`config.mk`:
```
export PLATFORM = sky130hd
export DESIGN_NAME = seq_detect_fsm_flat
export DESIGN_NICKNAME = d
export VERILOG_FILES = /design/src/rtl/seq_detect_pkg.sv /design/src/rtl/seq_detect_fsm_if.sv /design/src/rtl/seq_detect_fsm_sat_counter.sv /design/src/rtl/seq_detect_fsm.sv /design/src/flat_wrapper.sv
export SDC_FILE = /design/constraint.sdc
export NUM_CORES = 1
export LEC_CHECK = 0
export CAP_MARGIN = 30
export CELL_PAD_IN_SITES_DETAIL_PLACEMENT = 0
export CELL_PAD_IN_SITES_GLOBAL_PLACEMENT = 1
export CORE_MARGIN = 2
export CORE_UTILIZATION = 35
export CTS_CLUSTER_DIAMETER = 120
export DETAILED_ROUTE_END_ITERATION = 8
export PLACE_DENSITY_LB_ADDON = 0.1
export SETUP_SLACK_MARGIN = 0.3
export SYNTH_ARGS = -nofsm -noshare
export SYNTH_HDL_FRONTEND = slang
export SYNTH_SLANG_ARGS = --single-unit
export TNS_END_PERCENT = 30
```
`constraint.sdc`:
```
create_clock -name clk -period 2.7 [get_ports clk]
set_input_delay 0.405 -clock clk [delete_from_list [all_inputs] [get_ports clk]]
set_output_delay 0.405 -clock clk [all_outputs]
set_load 0.03 [all_outputs]
```
`src/rtl/seq_detect_pkg.sv`:
```
// Shared types and helpers for the serial pattern detector.
// Holds the FSM state encoding and the fill-counter width function.
package seq_detect_pkg;

  typedef enum logic [1:0] {
    IDLE  = 2'b00,
    FILL  = 2'b01,
    ARMED = 2'b11
  } det_state_t;

  function automatic int fill_w(input int w);
    return (w <= 2) ? 1 : $clog2(w);
  endfunction

endpackage

```
`src/rtl/seq_detect_fsm_if.sv`:
```
// Control/stream/status bundle of the pattern detector.
// master drives the stream, slave is the detector.
interface seq_detect_fsm_if #(
  parameter int W  = 4,
  parameter int CW = 8
);
  logic          en;
  logic          pat_load;
  logic [W-1:0]  pat_in;
  logic          overlap;
  logic          x_valid;
  logic          x;
  logic          clr_cnt;
  logic          match;
  logic          armed;
  logic [CW-1:0] match_cnt;
  logic          cnt_sat;

  modport master (
    output en, pat_load, pat_in, overlap,
    output x_valid, x, clr_cnt,
    input  match, armed, match_cnt, cnt_sat
  );

  modport slave (
    input  en, pat_load, pat_in, overlap,
    input  x_valid, x, clr_cnt,
    output match, armed, match_cnt, cnt_sat
  );
endinterface

```
`src/rtl/seq_detect_fsm_sat_counter.sv`:
```
// Saturating event counter with sticky saturation flag.
// A clear in the same cycle as an increment yields a count of one.
module sat_counter #(
  parameter int CW = 8
) (
  input  logic          clk,
  input  logic          rst,
  input  logic          inc_i,
  input  logic          clr_i,
  output logic [CW-1:0] cnt_o,
  output logic          sat_o
);

  localparam logic [CW-1:0] MAX = '1;

  logic [CW-1:0] cnt_q, cnt_d, base;
  logic          sat_q, sat_d, sat_base;

  always_comb begin
    base     = clr_i ? '0 : cnt_q;
    sat_base = clr_i ? 1'b0 : sat_q;
    cnt_d    = base;
    if (inc_i && base != MAX) begin
      cnt_d = base + CW'(1);
    end
    sat_d = sat_base | (cnt_d == MAX);
  end

  always_ff @(posedge clk or posedge rst) begin
    if (rst) begin
      cnt_q <= '0;
      sat_q <= 1'b0;
    end else begin
      cnt_q <= cnt_d;
      sat_q <= sat_d;
    end
  end

  assign cnt_o = cnt_q;
  assign sat_o = sat_q;

endmodule

```
`src/rtl/seq_detect_fsm.sv`:
```
// Mealy serial pattern detector with loadable pattern,
// overlap control, enable gating and saturating match counter.
module seq_detect_fsm
  import seq_detect_pkg::*;
#(
  parameter int             W       = 4,
  parameter int             CW      = 8,
  parameter logic [W-1:0]   PAT_RST = 4'b1011
) (
  input logic             clk,
  input logic             rst,
  seq_detect_fsm_if.slave bus
);

  localparam int FW = fill_w(W);
  localparam logic [FW-1:0] FILL_LAST = FW'(W - 2);

  det_state_t    state_q, state_d;
  logic [W-2:0]  hist_q, hist_d;
  logic [FW-1:0] fill_q, fill_d;
  logic [W-1:0]  pat_q, pat_d;
  logic [W-1:0]  win;
  logic          match_c;

  // window = buffered history plus the bit offered this cycle
  assign win = {hist_q, bus.x};

  always_comb begin
    state_d = state_q;
    hist_d  = hist_q;
    fill_d  = fill_q;
    pat_d   = pat_q;
    match_c = 1'b0;
    if (!bus.en) begin
      state_d = IDLE;
      hist_d  = '0;
      fill_d  = '0;
    end else if (bus.pat_load) begin
      pat_d   = bus.pat_in;
      state_d = FILL;
      hist_d  = '0;
      fill_d  = '0;
    end else if (state_q == IDLE) begin
      state_d = FILL;
    end else if (bus.x_valid) begin
      unique case (state_q)
        FILL: begin
          hist_d = win[W-2:0];
          fill_d = fill_q + FW'(1);
          if (fill_q == FILL_LAST) begin
            state_d = ARMED;
          end
        end
        ARMED: begin
          hist_d = win[W-2:0];
          if (win == pat_q) begin
            match_c = 1'b1;
            if (!bus.overlap) begin
              state_d = FILL;
              hist_d  = '0;
              fill_d  = '0;
            end
          end
        end
        default: begin
          state_d = IDLE;
          hist_d  = '0;
          fill_d  = '0;
        end
      endcase
    end
  end

  always_ff @(posedge clk or posedge rst) begin
    if (rst) begin
      state_q <= IDLE;
      hist_q  <= '0;
      fill_q  <= '0;
      pat_q   <= PAT_RST;
    end else begin
      state_q <= state_d;
      hist_q  <= hist_d;
      fill_q  <= fill_d;
      pat_q   <= pat_d;
    end
  end

  sat_counter #(
    .CW (CW)
  ) u_cnt (
    .clk   (clk),
    .rst   (rst),
    .inc_i (match_c),
    .clr_i (bus.clr_cnt),
    .cnt_o (bus.match_cnt),
    .sat_o (bus.cnt_sat)
  );

  assign bus.match = match_c;
  assign bus.armed = (state_q == ARMED);

endmodule

```
`src/flat_wrapper.sv`:
```
// flat-port wrapper written by rule: the top's interface ports become plain ports
module seq_detect_fsm_flat import seq_detect_pkg::*;
#(
  parameter int             W       = 4,
  parameter int             CW      = 8,
  parameter logic [W-1:0]   PAT_RST = 4'b1011
)
  (clk, rst, bus_en, bus_pat_load, bus_pat_in, bus_overlap, bus_x_valid, bus_x, bus_clr_cnt, bus_match, bus_armed, bus_match_cnt, bus_cnt_sat);
  seq_detect_fsm_if #(.W(W), .CW(CW)) bus_i ();
  input logic clk;
  input logic rst;
  input wire logic [$bits(bus_i.en)-1:0] bus_en;
  input wire logic [$bits(bus_i.pat_load)-1:0] bus_pat_load;
  input wire logic [$bits(bus_i.pat_in)-1:0] bus_pat_in;
  input wire logic [$bits(bus_i.overlap)-1:0] bus_overlap;
  input wire logic [$bits(bus_i.x_valid)-1:0] bus_x_valid;
  input wire logic [$bits(bus_i.x)-1:0] bus_x;
  input wire logic [$bits(bus_i.clr_cnt)-1:0] bus_clr_cnt;
  output wire logic [$bits(bus_i.match)-1:0] bus_match;
  output wire logic [$bits(bus_i.armed)-1:0] bus_armed;
  output wire logic [$bits(bus_i.match_cnt)-1:0] bus_match_cnt;
  output wire logic [$bits(bus_i.cnt_sat)-1:0] bus_cnt_sat;
  assign bus_i.en = bus_en;
  assign bus_i.pat_load = bus_pat_load;
  assign bus_i.pat_in = bus_pat_in;
  assign bus_i.overlap = bus_overlap;
  assign bus_i.x_valid = bus_x_valid;
  assign bus_i.x = bus_x;
  assign bus_i.clr_cnt = bus_clr_cnt;
  assign bus_match = bus_i.match;
  assign bus_armed = bus_i.armed;
  assign bus_match_cnt = bus_i.match_cnt;
  assign bus_cnt_sat = bus_i.cnt_sat;
  seq_detect_fsm #(.W(W), .CW(CW), .PAT_RST(PAT_RST)) u_core (.clk(clk), .rst(rst), .bus(bus_i));
endmodule
```
## Word-level counts from Yosys, hierarchy flattened

Cells that the tools add are included.

- Reduce and logical (&&, ||, !) cells: 6
- $add $sub $neg: 2
- Equal/unequal tests: 14
- Multiplexer cells: 31
- Bitwise operators: 1

Operators by type and width:

| kind | count |
|---|---|
| 2-bit 2-to-1 mux | 13 |
| 3-bit 2-to-1 mux | 6 |
| 8-bit 2-to-1 mux | 2 |
| 5-bit by 3-bit != test with 1-bit output, second input constant | 2 |
| 8-bit by 1-bit adder with 8-bit output, second input constant | 1 |
| 8-bit == test, second input constant | 1 |
| 8-bit != test, second input constant | 1 |
| 2-bit case mux with 2 select lines | 2 |
| 4-bit AND reduction | 2 |
| 1-bit 2-to-1 mux | 7 |
| 3-bit case mux with 2 select lines | 1 |
| 5-bit by 4-bit != test with 1-bit output, second input constant | 1 |
| 2-bit == test, second input constant | 2 |
| 4-bit == test | 1 |
| 4-bit by 1-bit != test with 1-bit output, second input constant | 1 |
| 4-bit by 3-bit != test with 1-bit output, second input constant | 1 |
| 4-bit != test, second input constant | 1 |
| 2-bit AND reduction | 2 |
| 3-bit by 1-bit != test with 1-bit output, second input constant | 1 |
| 3-bit != test, second input constant | 1 |
| 2-bit by 1-bit adder with 2-bit output, second input constant | 1 |
| 2-bit by 1-bit == test with 1-bit output, second input constant | 1 |
| 2-bit logical NOT | 1 |
| 1-bit logical AND | 1 |
| 1-bit OR | 1 |

- Output and inout port bits: 11
- Logic and storage cells: 60
- Input bits: 12
- Bits in registers: 20

## Longest topological paths before layout

- Depth in word-level cells: 11
- Depth in mapped cells: 9
- Depth with buffers taken out: 7

## By module

A second synthesis with hierarchy kept.

- Cells, all modules: 94
- Area, all modules: 1,006.0 um2

Modules (own cells, without submodules):

| module | instances | area an instance (um2) | cells each |
|---|---|---|---|
| seq_detect_fsm | 1 | 570.5 | 52 |
| sat_counter | 1 | 435.4 | 42 |

## Worst setup path after synthesis

No wires, ideal clock.

- Path kind: in2reg
- Start: in bus_clr_cnt
- End: reg u_core.u_cnt.cnt_q[5], in the netlist u_core.u_cnt.cnt_o[5]
- Library setup time: 78 ps
- Setup slack: 403 ps
- Arrival time: 2,220 ps
- Stages on the path: 9
- Data required time: 2,622 ps
- Path buffers: 2
- Cells stage by stage: clkbuf_1 > nor2b_1 > ha_1 > nand4b_1 > nor2_1 > or3_1 > buf_2 > or4_1 > a21oi_1

- Cells in the longest elaborated chain, start to end: 4
- Elaborated cells on any way between the ends: 5
- Those cells by class: 1 x add/sub; 1 x eq/ne; 2 x mux; 1 x reduce/logical

Ends and longest elaborated chain:

| element | line | RTL |
|---|---|---|
| start, declared | flat_wrapper.sv:18 | `input wire logic [$bits(bus_i.clr_cnt)-1:0] bus_clr_cnt;` |
| 8-bit 2-to-1 mux * | seq_detect_fsm_sat_counter.sv:20 | `base = clr_i ? '0 : cnt_q;` |
| parallel branches: the longest is 2 deep, another holds 8-bit by 1-bit adder with 8-bit output | n/a |  |
| 8-bit 2-to-1 mux * | seq_detect_fsm_sat_counter.sv:23 | `if (inc_i && base != MAX) begin` |
| net u_core.u_cnt.cnt_d[5] | seq_detect_fsm_sat_counter.sv:16 | `logic [CW-1:0] cnt_q, cnt_d, base;` |
| end signal, assigned | seq_detect_fsm_sat_counter.sv:34 | `cnt_q <= cnt_d;` |
| end, declared | seq_detect_fsm_sat_counter.sv:16 |  |

Mark *: on every way through the listed nets, which the timed path passes.
A chain may end at the register's enable or synchronous reset.

## Final worst setup path

- Start: in bus_en
- End: out bus_match

- Cells in the longest elaborated chain, start to end: 1

Ends and longest elaborated chain:

| element | line | RTL |
|---|---|---|
| start, declared | flat_wrapper.sv:12 | `input wire logic [$bits(bus_i.en)-1:0] bus_en;` |
| 1-bit 2-to-1 mux | seq_detect_fsm.sv:34 | `if (!bus.en) begin` |
| end, declared | flat_wrapper.sv:19 | `output wire logic [$bits(bus_i.match)-1:0] bus_match;` |

Every way passes these cells.

==> results.sh <==
export IMPL_status="finished, final reports clean"
export IMPL_synth_avg_cell_area_sq_um=10.45
export IMPL_drc=0
export IMPL_ir_worst_vdd_uv=212.1
export IMPL_synth_xor_area_frac=0.08204
export IMPL_whs_ns=0.5376
export IMPL_cts_tree="yes"
export IMPL_end_kind="output port"
export IMPL_synth_adder_area_share=0.02217
export IMPL_clock_fmax_mhz=447.7
export IMPL_firstDrtPassIters=4
export IMPL_max_cap_violations=0
export IMPL_leakagePower_uw=0.0005884
export IMPL_gp_congestion=0.8278
export IMPL_synthArstFlopShare=1.000
export IMPL_diodes=0
export IMPL_cts_root_buf="clkbuf_4"
export IMPL_synth_top_family_by_area="simple AND/OR/NAND/NOR gates"
export IMPL_die_h_um=60.79
export IMPL_ys_top_cells_by_area="dfrtp_1 (38%), dfstp_2 (7.0%), xnor2_2 (4.3%)"
export IMPL_clkLatencyLatePin_ns=0.31
export IMPL_skew_ns=0.003050
export IMPL_antenna_found_initial=0
export IMPL_hpwl_mm=1.792
export IMPL_grt_usage=0.1485
export IMPL_htree_levels=1
export IMPL_synthSimpleGateAreaFrac=0.2483
export IMPL_synth_warnings=0
export IMPL_clk_path_buf_depth=2
export IMPL_syn_inst=108
export IMPL_slew_violations=0
export IMPL_coreArea_sq_um=3053
export IMPL_cts_hold_buf=0
export IMPL_netlist_area_sq_um=1129
export IMPL_row_count=20
export IMPL_die_w_um=60.79
export IMPL_postRouteAntennaNets=0
export IMPL_ys_seq_area_frac=0.4468
export IMPL_drt_total_wl_mm=2.420
export IMPL_layout_common_cells="clkdlybuf4s50_1 (21), dfrtp_1 (17), nand2_1 (9)"
export IMPL_synth_compound_area_share=0.1253
export IMPL_clock_sinks=20
export IMPL_hold_viol_final=0
export IMPL_grt_ovfl_total=0
export IMPL_vias=887
export IMPL_grt_pass1_vias=880
export IMPL_slew_headroom=0.4614
export IMPL_yosys_register_bits=20
export IMPL_path_cells="clkdlybuf4s50_1 -> nor2b_1 -> nand3_2 -> nor2_1 -> clkdlybuf4s15_1"
export IMPL_fin_crit_sh=0.8272
export IMPL_cp_start_kind="primary input"
export IMPL_post_route_min_period_ns=2.234
export IMPL_wl_per_cell_um=13.52
export IMPL_synthFlopType="dfrtp_1"
export IMPL_grt_pass1_wl_mm=4.015
export IMPL_initial_utilization=0.3697
export IMPL_cp_data_required_time_ns=2.30
export IMPL_drt_initial_drc_count=46
export IMPL_synth_cell_types=40
export IMPL_cpMaxStageDelayCell="clkdlybuf4s50_1"
export IMPL_synth_nets=122
export IMPL_fillers=313
export IMPL_hp_class="primary input to asynchronous set/reset pin"
export IMPL_rsz0062_at_grt="false"
export IMPL_dieArea_sq_um=3695
export IMPL_critical_path_buf_inv_count=2
export IMPL_synth_top_area_frac=0.3769
export IMPL_io_buffers=22
export IMPL_drive_gt1_frac=0.1407
export IMPL_setup_tns_ns=0
export IMPL_cp_arrival_ns=1.83
export IMPL_synth_edf_count=0
export IMPL_cts_inserted_buffers=3
export IMPL_vias_per_cell=4.955
export IMPL_path_delay_family="buffers and inverters"
export IMPL_max_stage_delay_ns=0.51
export IMPL_synthMuxAreaShare=0.05765
export IMPL_final_nets=150
export IMPL_layout_commonest_cell="clkdlybuf4s50_1"
export IMPL_area_growth_pct=30.27
export IMPL_yosys_area_top_type="dfrtp_1"
export IMPL_tightest_slew_ns=0.8070
export IMPL_crit_fanout=7
export IMPL_clk_pin_slew_worst_paths_ns=0.13
export IMPL_grt_max_degree=21
export IMPL_final_setup_viol_count=0
export IMPL_powerDensity_nw_per_um2=444.9
export IMPL_placed_area_sq_um=1418
export IMPL_ioPinCount=23
export IMPL_finalInstanceArea_sq_um=1470
export IMPL_critPathKind="primary input to output port"
## Yosys cell counts (2+ instances only)
cell type	n
and3_1	4
nor2_1	4
mux2_2	4
or4_1	2
o31ai_1	2
nand2_1	9
nor3b_1	2
dfrtp_1	17
nor2b_1	5
a22o_1	3
dfstp_2	3
xnor2_2	3
ha_1	2
nand4_1	2
xnor2_1	4
a21oi_1	6
and2_1	2
nor3_1	2
mux2i_1	2
nand3_1	2
nand2b_1	3
inv_1	3
or3_1	2
o21ai_1	4
## report_power, final
part           leakage (uW)  internal (uW)  switching, uW
sequential         0.000264            315           10.1
combinational      0.000296           40.8           32.9
clock             0.0000279            150            105
total              0.000588            506            148
## state kept, by name, summed over array words and instances, names as in the netlist
signal and flops:
u_core.u_cnt.cnt_o 8, u_core.pat_q 4, u_core.hist_q 3, u_core.fill_q 2, u_core.state_q 2, u_core.u_cnt.sat_o 1
## path summary, 6_finish.rpt
path,slack (ns),end,depth (start not counted),start
min reg2reg,0.56,u_core.fill_q[1],2,u_core.fill_q[1]
min,0.54,u_core.pat_q[2],2,rst
max,0.47,bus_match,5,bus_en
min in group clk,0.56,u_core.fill_q[1],2,u_core.fill_q[1]
max reg2reg,0.64,u_core.u_cnt.cnt_o[5],5,u_core.pat_q[3]
max in group asynchronous,1.66,u_core.fill_q[0],2,rst
## cell families (layout without fill, tap and decap cells)
family | after synthesis | count (layout)
AND/OR/NAND/NOR | 46 | 46
AO/OA/AOI/OAI | 21 | 21
flip-flops | 20 | 20
XOR/XNOR | 8 | 8
multiplexers | 6 | 6
buffers and inverters | 5 | 32
adder cells (fa/ha/maj) | 2 | 2
## stage by stage
step / setup slack (ns) / cells / power, uW / utilization
2_1_floorplan: 0.4027 / 108 / 376.4 / -
3_3_place_gp: 0.1684 / 175 / 404.4 / 0.4643
3_5_place_dp: 0.1398 / 175 / 406.0 / 0.4643
4_1_cts: 0.4200 / 179 / 662.0 / 0.4811
5_1_grt: 0.3112 / 179 / 681.8 / 0.4816
6_report: 0.4665 / 179 / 654.1 / 0.4816
## per-layer routing
layer / part of all wire / routed length (um) / vias up / global-route usage
li1: - / - / 445 / -
met1: 0.46 / 1111 / 427 / 0.1783
met2: 0.50 / 1221 / 13 / 0.2642
met3: 0.028 / 68 / 2 / 0.01919
met4: 0.0074 / 18 / 0 / 0.06522
met5: 0 / 0 / - / 0
## layout make-up
cell class                 count  area [sq um]  share of cell area
inverter                       3         11.26            0.007660
timing repair buffer          25         242.7              0.1651
tap                           44         55.05             0.03745
clock buffer                   3         22.52             0.01532
clock inverter                 1         30.03             0.02043
multi-input combinational     83         604.3              0.4111
sequential                    20         504.2              0.3430
## repair_timing
item                       in CTS  in global routing
setup endpoints to repair       1                  1
pin swaps                       0                  0
gates cloned                    0                  0
buffers inserted                0                  0
resized for setup               1                  1
No activity file was read; power rests on OpenSTA's default activity.
